===== src/rtl/calc_pkg.sv =====
// Shared definitions for the calculator display path: converter FSM states,
// the blank-digit code and the digit-count width helper.
package calc_pkg;

  typedef enum logic [1:0] {
    ST_IDLE,
    ST_CONVERT,
    ST_FINISH,
    ST_HOLD
  } state_e;

  // Nibble code driven for blanked (leading-zero) digit positions.
  localparam logic [3:0] DIGIT_BLANK = 4'hF;

  // Bits needed to hold a digit count in the range 0..digits.
  function automatic int unsigned calc_lw(input int unsigned digits);
    return $clog2(digits + 1);
  endfunction

endpackage


===== src/rtl/bcd_dabble_step.sv =====
// One double-dabble step on a packed BCD accumulator.
// Ports:
//   acc_i   : current accumulator, digit i at [4i+3:4i]
//   bit_i   : binary bit shifted into digit 0
//   acc_o   : accumulator after add-3 correction and left shift
//   carry_o : bit shifted out of the most significant digit
module bcd_dabble_step #(
  parameter int unsigned DIGITS = 7
) (
  input  logic [4*DIGITS-1:0] acc_i,
  input  logic                bit_i,
  output logic [4*DIGITS-1:0] acc_o,
  output logic                carry_o
);

  logic [4*DIGITS-1:0] adj_c;

  // Digits of 5 or more become 8 or more, so the shift carries decimally.
  always_comb begin
    adj_c = acc_i;
    for (int unsigned i = 0; i < DIGITS; i++) begin
      if (acc_i[4*i +: 4] >= 4'd5) begin
        adj_c[4*i +: 4] = acc_i[4*i +: 4] + 4'd3;
      end
    end
  end

  assign acc_o   = {adj_c[4*DIGITS-2:0], bit_i};
  assign carry_o = adj_c[4*DIGITS-1];

endmodule


===== src/rtl/bin2bcd_len.sv =====
// Sequential signed binary to BCD converter with decimal length and overflow.
// Converts |in_num| one bit per clock, then reports digits, sign, length.
// Ports:
//   clk, reset            : clock, synchronous active-high reset
//   in_valid/in_ready     : operand handshake, in_num is the signed operand
//   out_valid/out_ready   : result handshake
//   out_bcd               : packed BCD digits, digit 0 least significant
//   out_length            : decimal digits of |in_num| (DIGITS on overflow)
//   out_neg, out_overflow : operand sign, result exceeds DIGITS digits
module bin2bcd_len
  import calc_pkg::*;
#(
  parameter int unsigned WIDTH    = 22,
  parameter int unsigned DIGITS   = 7,
  parameter bit          BLANK_LZ = 1'b0,
  localparam int unsigned LW      = calc_lw(DIGITS)
) (
  input  logic                clk,
  input  logic                reset,
  input  logic                in_valid,
  output logic                in_ready,
  input  logic [WIDTH-1:0]    in_num,
  output logic                out_valid,
  input  logic                out_ready,
  output logic [4*DIGITS-1:0] out_bcd,
  output logic [LW-1:0]       out_length,
  output logic                out_neg,
  output logic                out_overflow
);

  localparam int unsigned CW = $clog2(WIDTH);
  localparam int unsigned BW = 4 * DIGITS;

  state_e            state_q, state_d;
  logic [WIDTH-1:0]  mag_q, mag_d;
  logic [BW-1:0]     acc_q, acc_d;
  logic              ovf_q, ovf_d;
  logic              neg_q, neg_d;
  logic [CW-1:0]     cnt_q, cnt_d;
  logic              out_valid_q, out_valid_d;
  logic [BW-1:0]     out_bcd_q, out_bcd_d;
  logic [LW-1:0]     out_length_q, out_length_d;
  logic              out_neg_q, out_neg_d;
  logic              out_overflow_q, out_overflow_d;

  logic [BW-1:0]     step_acc_c;
  logic              step_carry_c;
  logic [WIDTH-1:0]  abs_c;
  logic [LW-1:0]     len_c;
  logic [BW-1:0]     bcd_c;

  bcd_dabble_step #(
    .DIGITS (DIGITS)
  ) u_step (
    .acc_i   (acc_q),
    .bit_i   (mag_q[WIDTH-1]),
    .acc_o   (step_acc_c),
    .carry_o (step_carry_c)
  );

  // Unsigned magnitude; the most negative operand maps to 2^(WIDTH-1).
  assign abs_c = in_num[WIDTH-1] ? (~in_num + WIDTH'(1)) : in_num;

  // Length from the highest nonzero digit, then optional leading-zero blanking.
  always_comb begin
    len_c = LW'(1);
    for (int unsigned i = 0; i < DIGITS; i++) begin
      if (acc_q[4*i +: 4] != 4'd0) len_c = LW'(i + 1);
    end
    if (ovf_q) len_c = LW'(DIGITS);
    bcd_c = acc_q;
    if (BLANK_LZ) begin
      for (int unsigned i = 0; i < DIGITS; i++) begin
        if (LW'(i) >= len_c) bcd_c[4*i +: 4] = DIGIT_BLANK;
      end
    end
  end

  // Next-state and datapath control.
  always_comb begin
    state_d        = state_q;
    mag_d          = mag_q;
    acc_d          = acc_q;
    ovf_d          = ovf_q;
    neg_d          = neg_q;
    cnt_d          = cnt_q;
    out_valid_d    = out_valid_q;
    out_bcd_d      = out_bcd_q;
    out_length_d   = out_length_q;
    out_neg_d      = out_neg_q;
    out_overflow_d = out_overflow_q;
    unique case (state_q)
      ST_IDLE: begin
        if (in_valid) begin
          mag_d   = abs_c;
          neg_d   = in_num[WIDTH-1];
          acc_d   = '0;
          ovf_d   = 1'b0;
          cnt_d   = '0;
          state_d = ST_CONVERT;
        end
      end
      ST_CONVERT: begin
        acc_d = step_acc_c;
        mag_d = {mag_q[WIDTH-2:0], 1'b0};
        ovf_d = ovf_q | step_carry_c;
        cnt_d = cnt_q + CW'(1);
        if (cnt_q == CW'(WIDTH - 1)) state_d = ST_FINISH;
      end
      ST_FINISH: begin
        out_bcd_d      = bcd_c;
        out_length_d   = len_c;
        out_neg_d      = neg_q;
        out_overflow_d = ovf_q;
        out_valid_d    = 1'b1;
        state_d        = ST_HOLD;
      end
      ST_HOLD: begin
        if (out_ready) begin
          out_valid_d = 1'b0;
          state_d     = ST_IDLE;
        end
      end
      default: state_d = ST_IDLE;
    endcase
  end

  always_ff @(posedge clk) begin
    if (reset) begin
      state_q        <= ST_IDLE;
      mag_q          <= '0;
      acc_q          <= '0;
      ovf_q          <= 1'b0;
      neg_q          <= 1'b0;
      cnt_q          <= '0;
      out_valid_q    <= 1'b0;
      out_bcd_q      <= '0;
      out_length_q   <= '0;
      out_neg_q      <= 1'b0;
      out_overflow_q <= 1'b0;
    end else begin
      state_q        <= state_d;
      mag_q          <= mag_d;
      acc_q          <= acc_d;
      ovf_q          <= ovf_d;
      neg_q          <= neg_d;
      cnt_q          <= cnt_d;
      out_valid_q    <= out_valid_d;
      out_bcd_q      <= out_bcd_d;
      out_length_q   <= out_length_d;
      out_neg_q      <= out_neg_d;
      out_overflow_q <= out_overflow_d;
    end
  end

  assign in_ready     = (state_q == ST_IDLE) && !reset;
  assign out_valid    = out_valid_q;
  assign out_bcd      = out_bcd_q;
  assign out_length   = out_length_q;
  assign out_neg      = out_neg_q;
  assign out_overflow = out_overflow_q;

endmodule


===== config.mk =====
export PLATFORM = sky130hd
export DESIGN_NAME = bin2bcd_len
export DESIGN_NICKNAME = d
export VERILOG_FILES = /design/src/rtl/calc_pkg.sv /design/src/rtl/bcd_dabble_step.sv /design/src/rtl/bin2bcd_len.sv
export SDC_FILE = /design/constraint.sdc
export NUM_CORES = 1
export LEC_CHECK = 0
export BUFFER_PORTS_ARGS = -buffer_cell sky130_fd_sc_hd__buf_2
export CORE_MARGIN = 3
export CORE_UTILIZATION = 45
export CTS_BUF_LIST = sky130_fd_sc_hd__clkbuf_4 sky130_fd_sc_hd__clkbuf_8
export DETAILED_ROUTE_END_ITERATION = 12
export MAX_ROUTING_LAYER = met4
export PLACE_DENSITY = 0.76
export SETUP_SLACK_MARGIN = 0.3
export SYNTH_ARGS = -nofsm -noshare
export SYNTH_HDL_FRONTEND = slang
export SYNTH_HIERARCHICAL = 1
export SYNTH_SLANG_ARGS = --single-unit

===== constraint.sdc =====
create_clock -name clk -period 3.7 [get_ports clk]
set_input_delay 0.37 -clock clk [delete_from_list [all_inputs] [get_ports clk]]
set_output_delay 0.37 -clock clk [all_outputs]
set_load 0.02 [all_outputs]

# [Word level (Yosys, flattened, before mapping)]
# Index checks and enable logic that the tools add are counted.
[classes] add_sub_neg=9 n_lt_le_gt_ge=7 eq_ne=7 muxes=29 bitwise=2 reduce_logical=15
[ops] cell="case mux 28 bit (2 select lines)" count=1
[ops] cell="two-way mux 22 bit" count=2
[ops] cell="case mux 22 bit (2 select lines)" count=1
[ops] cell="adder 4 x 2 -> 4 bit, second input constant" count=7
[ops] cell=">= comparator 4 x 3 -> 1 bit, second input constant" count=7
[ops] cell="two-way mux 28 bit" count=1
[ops] cell="two-way mux 4 bit" count=7
[ops] cell="nonzero test 4 bit" count=6
[ops] cell="adder 22 x 1 -> 22 bit, second input constant" count=1
[ops] cell="NOT 22 bit" count=1
[ops] cell="two-way mux 3 bit" count=6
[ops] cell="case mux 5 bit (2 select lines)" count=1
[ops] cell="two-way mux 2 bit" count=4
[ops] cell="case mux 2 bit (4 select lines)" count=1
[ops] cell="inequality test 2 bit, second input constant" count=3
[ops] cell="AND reduction 2 bit" count=3
[ops] cell="adder 5 x 1 -> 5 bit, second input constant" count=1
[ops] cell="equality test 5 bit, second input constant" count=1
[ops] cell="two-way mux 5 bit" count=1
[ops] cell="equality test 2 bit, second input constant" count=2
[ops] cell="case mux 1 bit (2 select lines)" count=2
[ops] cell="nonzero test 2 bit" count=2
[ops] cell="AND reduction 3 bit" count=1
[ops] cell="equality test 2 x 1 -> 1 bit, second input constant" count=1
[ops] cell="5 further kinds" count=6
[totals] ff_bits=93 inputBits=26 output_inout_bits=35 elab_cells=80

# [Logic depth before layout (Yosys ltp)]
[logic_depth] word_depth=8 mapped_depth=9 ltp_nobuf=7

# [By module]
# The synthesis kept the hierarchy.
[by_module_without_submodules] module="bin2bcd_len" instances=1 cells_per_inst=460 area_each_um2=4071.4 seq_area_each_um2=1861.8
[by_module_without_submodules] module="bcd_dabble_step" instances=1 cells_per_inst=113 area_each_um2=716.9 seq_area_each_um2=0.0

# [Worst setup path after synthesis]
# Ideal clock, no wire load.
[synth_timing] kind="input-to-reg" from="input port in_num[14]" to="register mag_q[17]" setup_time_ps=91 arrival_ps=1773 required_ps=3609 path_slack_ps=1836 cell_stages=4 n_path_buf=0 cell_sequence="or4_4 > or3_4 > o41a_1 > a311oi_1"
[synth_via] elab_chain_cells=5
[synth_lines] item="start, declared" line_no="bin2bcd_len.sv:22" text="input logic [WIDTH-1:0] in_num,"
[synth_lines] item="NOT 22 bit" line_no="bin2bcd_len.sv:62" text="assign abs_c = in_num[WIDTH-1] ? (~in_num + WIDTH'(1)) : in_num;"
[synth_lines] item="adder 22 x 1 -> 22 bit" line_no="bin2bcd_len.sv:62"
[synth_lines] item="two-way mux 22 bit" line_no="bin2bcd_len.sv:62"
[synth_lines] item="two-way mux 22 bit" line_no="bin2bcd_len.sv:94" text="if (in_valid) begin"
[synth_lines] item="case mux 22 bit (2 select lines)" line_no="bin2bcd_len.sv:92" text="unique case (state_q)"
[synth_lines] item="end signal, assigned" line_no="bin2bcd_len.sv:143" text="mag_q <= mag_d;"
[synth_lines] item="end, declared" line_no="bin2bcd_len.sv:35" text="logic [WIDTH-1:0] mag_q, mag_d;"
# No other way between the ends. The select of a mux whose other input is x is not followed.
# A chain may end at the register's enable or synchronous reset.

# [Worst setup path in the final report]
[layout_timing] from="register state_q[0]" to="register cnt_q[4]"
[layout_via] elab_chain_cells=3 word_cells_on_any_way=6 classes_between="2 x eq/ne; 1 x mux; 3 x reduce/logical"
[layout_lines] item="start, declared" line_no="bin2bcd_len.sv:34" text="state_e state_q, state_d;"
[layout_lines] item="start signal, assigned" line_no="bin2bcd_len.sv:142" text="state_q <= state_d;"
[layout_lines] item="equality test 2 x 1 -> 1 bit / zero test 2 bit (equally long branches)" line_no="bin2bcd_len.sv:92"
[layout_lines] item="nonzero test 2 bit (no line) / inequality test 2 bit (equally long branches)"
[layout_lines] item="AND reduction 2 bit (no line)"
[layout_lines] item="end signal, assigned" line_no="bin2bcd_len.sv:147" text="cnt_q <= cnt_d;"
[layout_lines] item="end, declared" line_no="bin2bcd_len.sv:39" text="logic [CW-1:0] cnt_q, cnt_d;"
# Several ways; a longest one is shown, not always the timed one.

==> impl_summary.md <==
CTS
The number of hold buffers added after CTS was 0. The CTS tree is yes. The clock transition at the register clock pins on the worst setup and hold paths after CTS is around 0.10 ns. The number of gates resized after CTS was 0. In this run, CTS created clock tree buffers numbering 9. Buffers added to address setup during post-CTS repair amount to 0. The H-tree generated during clock tree synthesis spans 3 levels. The clock insertion delay at the later pin of the skew report is between 0.3 and 0.4 ns.

The master cell of the clock root buffer is clkbuf_8. The clock passes through at most 2 buffers. Counting every sink on the clock net gives 93.

Worst setup path
The capturing element type of the critical path is a register. At the worst endpoint, the required time is 4.00 ns. The largest single stage delay on the critical path is 0.65 ns.

The worst reg2reg path depth is 7. The signal on the critical path passes through inv_1 > ha_1 > nand2b_1 > o21a_1 > nand4_1 > xor2_1 > nor3_1. The startpoint type of the worst setup path is a register. The highest fanout seen on the critical path is 21. The critical path class is register to register. The data arrival time of the worst path is 2.70 ns. For this design, the slowest cell found on the critical path is o21a_1.

Synthesis
In the synthesized netlist, the cells that appear most often are dfxtp_1, nor2_1, nand2_1. The share of the yosys chip area belonging to registers is 0.3888. Each instance of the synthesized netlist takes up on average about 8.4 sq um. In this run, synthesis inferred 0 flip-flops with an integrated enable.

The most used flip-flop cell after synthesis is dfxtp_1. The post-synthesis cell type with the largest combined area is dfxtp_1. Synthesis handed over a netlist of 573 instances. By area the synthesized netlist is led by dfxtp_1, mux2i_1, nor2_1, ha_1, a22oi_1. The warning count from the yosys run is 6. For this run, asynchronously set or reset flops after synthesis account for 0.

The share of the synthesized area in the top cell type is 0.3888. The synthesized net count is 620. The post-synthesis cell type count is 48. Among all cell types in the netlist, the one instantiated most often is dfxtp_1.

After synthesis the cells add up to 4788 sq um. The post-synthesis register bit count is 93.

Detailed routing
The first routing iteration left around 270 violations. Dividing the detail-routed wire length by the instance count gives 13.49 um. The routed layout has 4097 vias. The detailed-router iteration count before antenna repair is 5. For this run, design rule violations remaining after detail routing come to 0. Dividing the detail-routed via count by the number of cells gives between 5 and 6. The detail route stage leaves a number of antenna-violating nets equal to 0. For this block, the routed nets add up to 10.21 mm of wire.

Floorplan
The die is around 110 um wide. The area enclosed by the die boundary is 11910 sq um. The initial utilization of the core area, before any placement, comes to 0.4638. Row generation in the floorplan step produced 37 rows.

The floorplan step set the die height to 109.2 um. The top-level port count is 61. The core footprint is 10320 sq um.

Power and ir drop
The power spent charging and discharging nets is around 1200 uW. The clock group share of total power is 0.231. The areal power density over the cells is between 500 and 600 nW/um^2. The worst-case IR drop observed on VDD is about 0.00034 V. Of the total power, the share spent switching nets is 0.4052.

The share of total power dissipated in combinational logic is 0.360. The portion of total power attributed to sequential cells is 0.409. The internal power component is 1764 uW.

The leakage power figure is 0.002162 uW.

Global route
For this run, the total global-route usage over all layers was measured as 0.1849. The global-route congestion overflow total is 0. The number of global-route vias before repair is ~3800. The number of antenna violations at the first check in global routing is 0. The first-pass GRT wire length is approximately 18 mm.

The pin count of the biggest net entering global routing is 74.

Timing
For the pin with the worst max-slew slack, the measured transition is 0.9336 ns. The final critical-path required period is 2.402 ns. The sum of negative setup slack is 0 ns.

For this run, the top clock speed supported by timing is 416.3 MHz. The final number of max-transition violations is 0. The tightest slew margin relative to the limit is 0.3753.

The final count of hold timing violations is 0. Setup repair after global routing left no endpoint under its margin. The fraction of the cycle the final worst path needs is 0.6492.

Setup slack on the critical path of the routed design comes to around 1.3 ns. The setup skew after layout is 0.01701 ns. The final-report setup violation count is 0.

Finish
The number of antenna diodes in the final layout is 0. The area growth from synthesis to layout is 12.33%. The number of nets in the final layout is 663. The fraction of final layout cells with drive strength greater than 1 is 0.1562.

Placed design
OpenSTA, run right after detailed placement, puts the worst setup slack at 1.297 ns. The total half-perimeter wirelength after legalization and detailed placement is 7.173 mm. In this run the tool buffered the top-level ports with 60 buffer cells. The placer congestion estimate is 0.7956.

Worst hold path
The number of cells traversed by the worst hold path is 3. The path type of the worst min-delay path is primary input to register.

Run
Across the run, the number of max-cap violations was 0.

Outcome
The run finished with clean final reports.
layout by cell type (no fill, tap or decap), types with 10 or more instances in the layout:
cell,n
nor3_1,13
nor2_1,85
buf_2,60
nand2_1,51
ha_1,20
o21ai_0,27
xnor2_1,12
a211oi_1,10
dfxtp_1,93
inv_1,25
xor2_1,15
nand2b_1,20
a22oi_1,30
mux2i_1,40
a21oi_1,22
kinds of logic after synthesis:
| family | Yosys count | synth area share |
|---|---|---|
| AO/OA/AOI/OAI | 124 | 0.1701 |
| AND/OR/NAND/NOR | 209 | 0.2062 |
| XOR/XNOR | 27 | 0.04939 |
| flip-flops | 93 | 0.3888 |
| buffers and inverters | 59 | 0.04704 |
| multiplexers | 40 | 0.08362 |
| adder cells (fa/ha/maj) | 21 | 0.05487 |
flip-flops by register name, summed over array words and instances, names as in the netlist:
register	flops
mag_q	22
cnt_q	5
out_neg	1
out_valid	1
out_bcd	28
state_q	2
neg_q	1
out_overflow	1
ovf_q	1
acc_q	28
out_length	3
power groups by stage:
stage | clock, uW | combinational (uW) | sequential [uW]
4_1_cts | 692 | 1080 | 1210
3_5_place_dp | 0 | 1070 | 1240
5_1_grt | 738 | 1210 | 1230
6_report | 684 | 1070 | 1210
2_1_floorplan | 0 | 825 | 1230
3_3_place_gp | 0 | 1050 | 1230
through the flow:
step / std cells / hold WS [ns] / power [uW] / util / instance area [sq um]
floorplan: 573 / 0.4268 / 2059 / - / 4788
global placement: 741 / 0.4384 / 2274 / 0.5016 / 5179
detailed placement: 741 / 0.4482 / 2311 / 0.5016 / 5179
CTS: 757 / 0.2878 / 2982 / 0.5210 / 5379
global route: 757 / 0.2893 / 3175 / 0.5210 / 5379
finish: 757 / 0.2984 / 2966 / 0.5210 / 5379
layout make-up:
class                           count  area [sq um]
Tap cell                          136         170.2
Inverter                           25         93.84
Timing Repair Buffer               66         345.3
Clock buffer                        9         123.9
Multi-Input combinational cell    421          2708
Sequential cell                    93          1862
Clock inverter                      7         76.32
Fill cell                         961          4945
final timing paths:
| path | slack (ns) | startpoint | endpoint |
|---|---|---|---|
| max reg2reg | 1.30 | state_q[0]$_SDFFE_PP0P_ | cnt_q[4]$_SDFFE_PP0P_ |
| min | 0.30 | in_num[0] | mag_q[0]$_SDFFE_PP0P_ |
| max | 1.30 | state_q[0]$_SDFFE_PP0P_ | cnt_q[4]$_SDFFE_PP0P_ |
| min reg2reg | 0.46 | mag_q[2]$_SDFFE_PP0P_ | mag_q[2]$_SDFFE_PP0P_ |
metal layers:
metal | up-vias | GRT usage | routed length (um)
li1 | 2072 | - | -
met1 | 1936 | 0.2343 | 4784
met2 | 78 | 0.2961 | 4855
met3 | 11 | 0.03375 | 427
met4 | 0 | 0.06492 | 142
met5 | - | - | 0
critical path, delay by kind of cell (launching register included):
family | cells | cell delay, ns
compound gates | 1 | 0.65
xor+xnor | 1 | 0.17
fa+ha+maj | 1 | 0.28
buf+inv | 1 | 0.08
flops | 1 | 0.39
simple gates | 3 | 0.76
No activity file was read; power rests on OpenSTA's default activity.
